--- src/rtl/serial_alu_pw_if.sv ---
// rtl/serial_alu_pw_if.sv - operand/result handshake bundle for serial_alu_pw
interface serial_alu_pw_if #(
    parameter int WIDTH = 8
);
    logic [WIDTH-1:0] din_di1;
    logic [WIDTH-1:0] din_di2;
    logic [2:0]       din_fun;
    logic             din_vld;
    logic             din_rdy;
    logic [WIDTH-1:0] dout_dat;
    logic             dout_cout;
    logic             dout_zero;
    logic             dout_vld;
    logic             dout_rdy;

    modport master (
        output din_di1, din_di2, din_fun, din_vld, dout_rdy,
        input  din_rdy, dout_dat, dout_cout, dout_zero, dout_vld
    );

    modport slave (
        input  din_di1, din_di2, din_fun, din_vld, dout_rdy,
        output din_rdy, dout_dat, dout_cout, dout_zero, dout_vld
    );
endinterface

--- src/rtl/serial_alu_pw.sv ---
// rtl/serial_alu_pw.sv - bit-serial LSB-first ALU, eight functions, valid/ready in and out
// Optional macro SERIAL_ALU_PW_FLAGS_EN enables the carry-out and zero flag outputs.
module serial_alu_pw #(
    parameter int WIDTH = 8
) (
    input  logic            clock,
    input  logic            reset,
    serial_alu_pw_if.slave  bus
);
    localparam int CW = (WIDTH > 1) ? $clog2(WIDTH) : 1;

    typedef enum logic [1:0] {IDLE, SHIFT, DONE} state_t;

    state_t           state_q, state_d;
    logic [WIDTH-1:0] a_q, a_d;
    logic [WIDTH-1:0] b_q, b_d;
    logic [2:0]       fun_q, fun_d;
    logic [CW-1:0]    cnt_q, cnt_d;
    logic             carry_q, carry_d;
    logic             arith;
    logic             bx;
    logic             rbit;
`ifdef SERIAL_ALU_PW_FLAGS_EN
    logic             nz_q, nz_d;
`endif

    always_ff @(posedge clock) begin
        if (reset) begin
            state_q <= IDLE;
            a_q     <= '0;
            b_q     <= '0;
            fun_q   <= '0;
            cnt_q   <= '0;
            carry_q <= 1'b0;
`ifdef SERIAL_ALU_PW_FLAGS_EN
            nz_q    <= 1'b0;
`endif
        end else begin
            state_q <= state_d;
            a_q     <= a_d;
            b_q     <= b_d;
            fun_q   <= fun_d;
            cnt_q   <= cnt_d;
            carry_q <= carry_d;
`ifdef SERIAL_ALU_PW_FLAGS_EN
            nz_q    <= nz_d;
`endif
        end
    end

    always_comb begin
        state_d = state_q;
        a_d     = a_q;
        b_d     = b_q;
        fun_d   = fun_q;
        cnt_d   = cnt_q;
        carry_d = carry_q;
`ifdef SERIAL_ALU_PW_FLAGS_EN
        nz_d    = nz_q;
`endif
        // Subtraction is A + ~B + 1: invert B per bit, carry seeded with 1 at accept.
        arith = (fun_q[2:1] == 2'b00);
        bx    = (fun_q == 3'd1) ? ~b_q[0] : b_q[0];
        rbit  = 1'b0;
        case (fun_q)
            3'd0, 3'd1: rbit = a_q[0] ^ bx ^ carry_q;
            3'd2:       rbit = a_q[0] & b_q[0];
            3'd3:       rbit = a_q[0] | b_q[0];
            3'd4:       rbit = a_q[0] ^ b_q[0];
            3'd5:       rbit = ~(a_q[0] ^ b_q[0]);
            3'd6:       rbit = ~(a_q[0] | b_q[0]);
            default:    rbit = ~(a_q[0] & b_q[0]);
        endcase

        case (state_q)
            IDLE: begin
                if (bus.din_vld) begin
                    a_d     = bus.din_di1;
                    b_d     = bus.din_di2;
                    fun_d   = bus.din_fun;
                    cnt_d   = CW'(WIDTH - 1);
                    carry_d = (bus.din_fun == 3'd1);
`ifdef SERIAL_ALU_PW_FLAGS_EN
                    nz_d    = 1'b0;
`endif
                    state_d = SHIFT;
                end
            end
            SHIFT: begin
                // Result bits enter at the top so A holds the full result after WIDTH shifts.
                a_d = {rbit, a_q[WIDTH-1:1]};
                b_d = {1'b0, b_q[WIDTH-1:1]};
                if (arith) begin
                    carry_d = (a_q[0] & bx) | (a_q[0] & carry_q) | (bx & carry_q);
                end
`ifdef SERIAL_ALU_PW_FLAGS_EN
                nz_d = nz_q | rbit;
`endif
                cnt_d = cnt_q - CW'(1);
                if (cnt_q == '0) begin
                    state_d = DONE;
                end
            end
            DONE: begin
                if (bus.dout_rdy) begin
                    state_d = IDLE;
                end
            end
            default: state_d = IDLE;
        endcase
    end

    assign bus.din_rdy  = (state_q == IDLE);
    assign bus.dout_vld = (state_q == DONE);
    assign bus.dout_dat = a_q;
`ifdef SERIAL_ALU_PW_FLAGS_EN
    assign bus.dout_cout = carry_q;
    assign bus.dout_zero = (state_q == DONE) & ~nz_q;
`else
    assign bus.dout_cout = 1'b0;
    assign bus.dout_zero = 1'b0;
`endif
endmodule

--- src/flat_wrapper.sv ---
// flat-port wrapper written by rule: the top's interface ports become plain ports
module serial_alu_pw_flat 
#(
    parameter int WIDTH = 8
)
  (clock, reset, bus_din_di1, bus_din_di2, bus_din_fun, bus_din_vld, bus_dout_rdy, bus_din_rdy, bus_dout_dat, bus_dout_cout, bus_dout_zero, bus_dout_vld);
  serial_alu_pw_if #(.WIDTH(WIDTH)) bus_i ();
  input  logic clock;
  input  logic reset;
  input wire logic [$bits(bus_i.din_di1)-1:0] bus_din_di1;
  input wire logic [$bits(bus_i.din_di2)-1:0] bus_din_di2;
  input wire logic [$bits(bus_i.din_fun)-1:0] bus_din_fun;
  input wire logic [$bits(bus_i.din_vld)-1:0] bus_din_vld;
  input wire logic [$bits(bus_i.dout_rdy)-1:0] bus_dout_rdy;
  output wire logic [$bits(bus_i.din_rdy)-1:0] bus_din_rdy;
  output wire logic [$bits(bus_i.dout_dat)-1:0] bus_dout_dat;
  output wire logic [$bits(bus_i.dout_cout)-1:0] bus_dout_cout;
  output wire logic [$bits(bus_i.dout_zero)-1:0] bus_dout_zero;
  output wire logic [$bits(bus_i.dout_vld)-1:0] bus_dout_vld;
  assign bus_i.din_di1 = bus_din_di1;
  assign bus_i.din_di2 = bus_din_di2;
  assign bus_i.din_fun = bus_din_fun;
  assign bus_i.din_vld = bus_din_vld;
  assign bus_i.dout_rdy = bus_dout_rdy;
  assign bus_din_rdy = bus_i.din_rdy;
  assign bus_dout_dat = bus_i.dout_dat;
  assign bus_dout_cout = bus_i.dout_cout;
  assign bus_dout_zero = bus_i.dout_zero;
  assign bus_dout_vld = bus_i.dout_vld;
  serial_alu_pw #(.WIDTH(WIDTH)) u_core (.clock(clock), .reset(reset), .bus(bus_i));
endmodule
--- config.mk ---
export PLATFORM = sky130hd
export DESIGN_NAME = serial_alu_pw_flat
export DESIGN_NICKNAME = d
export VERILOG_FILES = /design/src/rtl/serial_alu_pw_if.sv /design/src/rtl/serial_alu_pw.sv /design/src/flat_wrapper.sv
export SDC_FILE = /design/constraint.sdc
export NUM_CORES = 1
export LEC_CHECK = 0
export CORE_UTILIZATION = 49
export DETAILED_ROUTE_END_ITERATION = 6
export HOLD_SLACK_MARGIN = 0.05
export PLACE_DENSITY_LB_ADDON = 0.08
export SYNTH_ARGS = -nofsm -noshare
export SYNTH_HDL_FRONTEND = slang
export SYNTH_SLANG_ARGS = --single-unit
export TNS_END_PERCENT = 20
--- constraint.sdc ---
create_clock -name clock -period 2.03 [get_ports clock]
set_input_delay 0.406 -clock clock [delete_from_list [all_inputs] [get_ports clock]]
set_output_delay 0.406 -clock clock [all_outputs]
set_load 0.02 [all_outputs]
==> run metrics <==
status=completed; Net Sw Frac=33.8%; Routed WL=2.72 mm; Ports=35; post-route fraction of the period consumed by the critical path=95.6%; global-route wire length before repair=4.66 mm; average detailed-routed wire length per instance=12.4 µm; initial drt markers=21; share of total power in the clock network=18.0%; critical path class=reg -> out; area overhead of the layout relative to synthesis=23.8%; sequential cell fraction of total power=47.7%; GR Overflow Total=0; antenna violations before repair=0; most frequent cells in the layout=32 x clkdlybuf4s50_1, 28 x nor2_1, 24 x dfxtp_1, 21 x nand2_1; largest buffer count on any clock path=2; Synth Instances=160; Crit path arrival time=1530 ps; Min Hold Slack=495 ps; largest driver fanout on the critical path=9; count of inserted antenna diode cells=0; average via count per standard cell=5.41; largest delay contributor family on the critical path=buffers and inverters; element type at the critical path end=output pin; met3 usage=5.12%; leakage=0.670 nW; number of buffers inserted by port buffering=32; detailed-route via count=1185; Cell Pwr Density=718 nW/µm²; die area=3110 µm²; overall die width=55.8 µm; standard cell with the maximum stage delay on the critical path=clkdlybuf4s50_1; DPL Wire Length=1.90 mm; number of global-route vias before repair=1084; # rows=19; Routed Antenna Nets=0; met1 routing resource usage after global routing=20.7%; global-route track usage on met2=34.6%; TritonCTS clock tree=built; clock skew=9.93 ps; DRC violations left=0; core region area=2760 µm²; sum of negative setup slack=0 ps; buffers and inverters on the worst path=1; syn avg cell area=8.85 µm²; number of nets in the layout=217; cell-by-cell trace of the critical path=nor2b_1 -> clkdlybuf4s50_1; Most Used Layer, Global Route=met2; layout cell share with drive strength beyond 1=19.1%; Combinational Power Share=34.2%; most common cell after layout, fill and taps aside=clkdlybuf4s50_1; clock root buffer=clkbuf_4; Final Max Tran Viols=0; Final Hold Vio Count=0; Die Y-Extent=55.8 µm; RD Place Congestion=0.711; cell internal pwr=0.833 mW; Post-Syn Area=1420 µm²; Data required, critical path=1620 ps; Pre-Repair DR Iteration Count=4; number of flip-flops and latches in the synthesized netlist=25; number of violations of the max-capacitance limit=0; startpoint type of the worst setup path=register; clock latency of the later-clocked register in the worst-skew pair=320 ps; shortest clock period the worst path allows after layout=1940 ps; pin count of the biggest net entering global routing=32; Yosys warning total=0; timing-limited maximum frequency=0.515 GHz; TritonCTS buffer count=3; final setup violation count=0; number of distinct library cells after synthesis=39; setup repair after global routing missed its margin=no; clock edge transition at the registers on the reported setup and hold paths=140 ps; register area share after synthesis=35.3%; initial core utilization=51.4%; max incr delay on CP=630 ps; overall fraction of global-route tracks in use=18.7%; worst hold path class=reg -> reg; net switching power=0.425 mW; postcts setup bufs=0; maximum vdd drop=0.000619 V; FILL cells=248; total number of H-tree levels=1; clk sinks=25
[registers in the layout, indices dropped and copies added, names as in the netlist]
register             flops
u_core.state_q           2
u_core.carry_q           1
u_core.b_q               8
u_core.cnt_q             3
u_core.fun_q             3
u_core.bus.dout_dat      8
[cells in the mapped netlist]
cell type | n | share of area (%)
nor2_4 | 1 | 0.79
mux2i_1 | 4 | 2.8
a31oi_1 | 1 | 0.44
dfxtp_1 | 25 | 35
a221oi_2 | 1 | 1.1
clkbuf_4 | 1 | 0.53
conb_1 | 1 | 0.26
and2b_4 | 1 | 0.71
buf_8 | 1 | 1.1
xnor2_1 | 1 | 0.62
buf_4 | 4 | 2.1
nor2b_1 | 1 | 0.44
buf_2 | 3 | 1.1
nand2_1 | 21 | 5.6
xor2_1 | 1 | 0.62
nor3b_1 | 1 | 0.53
nand2_2 | 10 | 4.4
nor3b_4 | 1 | 1.3
a211oi_1 | 2 | 1.1
nor3_1 | 1 | 0.35
a21oi_1 | 6 | 2.1
buf_6 | 2 | 1.6
nor3_2 | 1 | 0.71
inv_1 | 9 | 2.4
a311oi_1 | 4 | 2.5
nor2_1 | 28 | 7.4
a22oi_1 | 1 | 0.53
o21ai_0 | 1 | 0.35
nand2b_1 | 3 | 1.3
fa_1 | 1 | 1.4
clkbuf_1 | 1 | 0.26
a21oi_2 | 1 | 0.62
o2111ai_1 | 1 | 0.62
buf_1 | 1 | 0.26
nand3b_1 | 2 | 1.1
nand2b_4 | 1 | 0.97
a221oi_1 | 1 | 0.62
ha_1 | 4 | 3.5
a311oi_2 | 10 | 11
[metrics by stage]
| step | setup slack (ps) | std cells | total power, mW | utilization (%) | area (µm²) |
|---|---|---|---|---|---|
| 2_1_floorplan | 384 | 161 | 0.914 | - | 1420 |
| 3_3_place_gp | 237 | 215 | 1.03 | 62.5 | 1720 |
| 3_5_place_dp | 223 | 215 | 1.05 | 62.5 | 1720 |
| 4_1_cts | 0.453 | 219 | 1.27 | 63.5 | 1750 |
| 5_1_grt | 6.77 | 219 | 1.34 | 63.6 | 1750 |
| 6_report | 89.8 | 219 | 1.26 | 63.6 | 1750 |
[final timing paths]
path | start | slack (ps) | endpoint | cells after the start
worst min register to register | u_core.carry_q$_SDFFE_PP0P_ | 490 | u_core.carry_q$_SDFFE_PP0P_ | 2
worst max-delay path | u_core.state_q[0]$_SDFFE_PP0P_ | 90 | bus_dout_vld | 2
worst max register to register | u_core.fun_q[1]$_SDFFE_PP0P_ | 220 | u_core.bus.dout_dat[7]$_SDFFE_PP0P_ | 6
worst min-delay path | u_core.carry_q$_SDFFE_PP0P_ | 490 | u_core.carry_q$_SDFFE_PP0P_ | 2
[cell type report]
cell class | count | area, µm² | area share [%]
Sequential cell | 25 | 502 | 28.6
Multi-Input combinational cell | 114 | 788 | 45.0
Inverter | 9 | 33.8 | 1.93
Timing Repair Buffer | 36 | 363 | 20.7
Tap cell | 31 | 38.8 | 2.21
Clock buffer | 3 | 22.5 | 1.28
Clock inverter | 1 | 5.00 | 0.286
[cells by family (layout without fill, tap and decap cells)]
logic type | after synthesis | after routing | synth area share (%)
AO/OA/AOI/OAI | 29 | 29 | 20.5
multiplexers | 4 | 4 | 2.83
adder cells (fa/ha/maj) | 5 | 5 | 4.95
XOR/XNOR | 2 | 2 | 1.24
AND/OR/NAND/NOR | 72 | 72 | 25.6
buffers and inverters | 22 | 49 | 9.27
other | 1 | 2 | 0.265
flip-flops | 25 | 25 | 35.3
[power groups by stage]
| stage | Sequential [mW] | Combinational, mW | Clock, mW |
|---|---|---|---|
| 2_1_floorplan | 0.622 | 0.292 | 0 |
| 3_3_place_gp | 0.610 | 0.421 | 0 |
| 3_5_place_dp | 0.612 | 0.434 | 0 |
| 4_1_cts | 0.601 | 0.436 | 0.234 |
| 5_1_grt | 0.610 | 0.476 | 0.254 |
| 6_report | 0.601 | 0.431 | 0.227 |
[routing by layer]
metal | up-vias | routed length, µm
met2 | 25 | 1400
met1 | 563 | 1190
met4 | 0 | 29
met5 | - | 0
li1 | 595 | -
met3 | 2 | 98
[repair_timing]
item | CTS | global route
setup endpoints to repair | 0 | 2
resized for setup | 0 | 1
hold buffers | 0 | 0
[worst reg2reg max path, delay by kind of cell (launching register included)]
family	cells	cell delay, ps
DFF	1	370
xor gates and xnor gates	1	180
AOI/OAI and AO/OA	2	410
adders and majority gates	1	450
and+or+nand+nor	2	310
No activity file was read; power rests on OpenSTA's default activity.
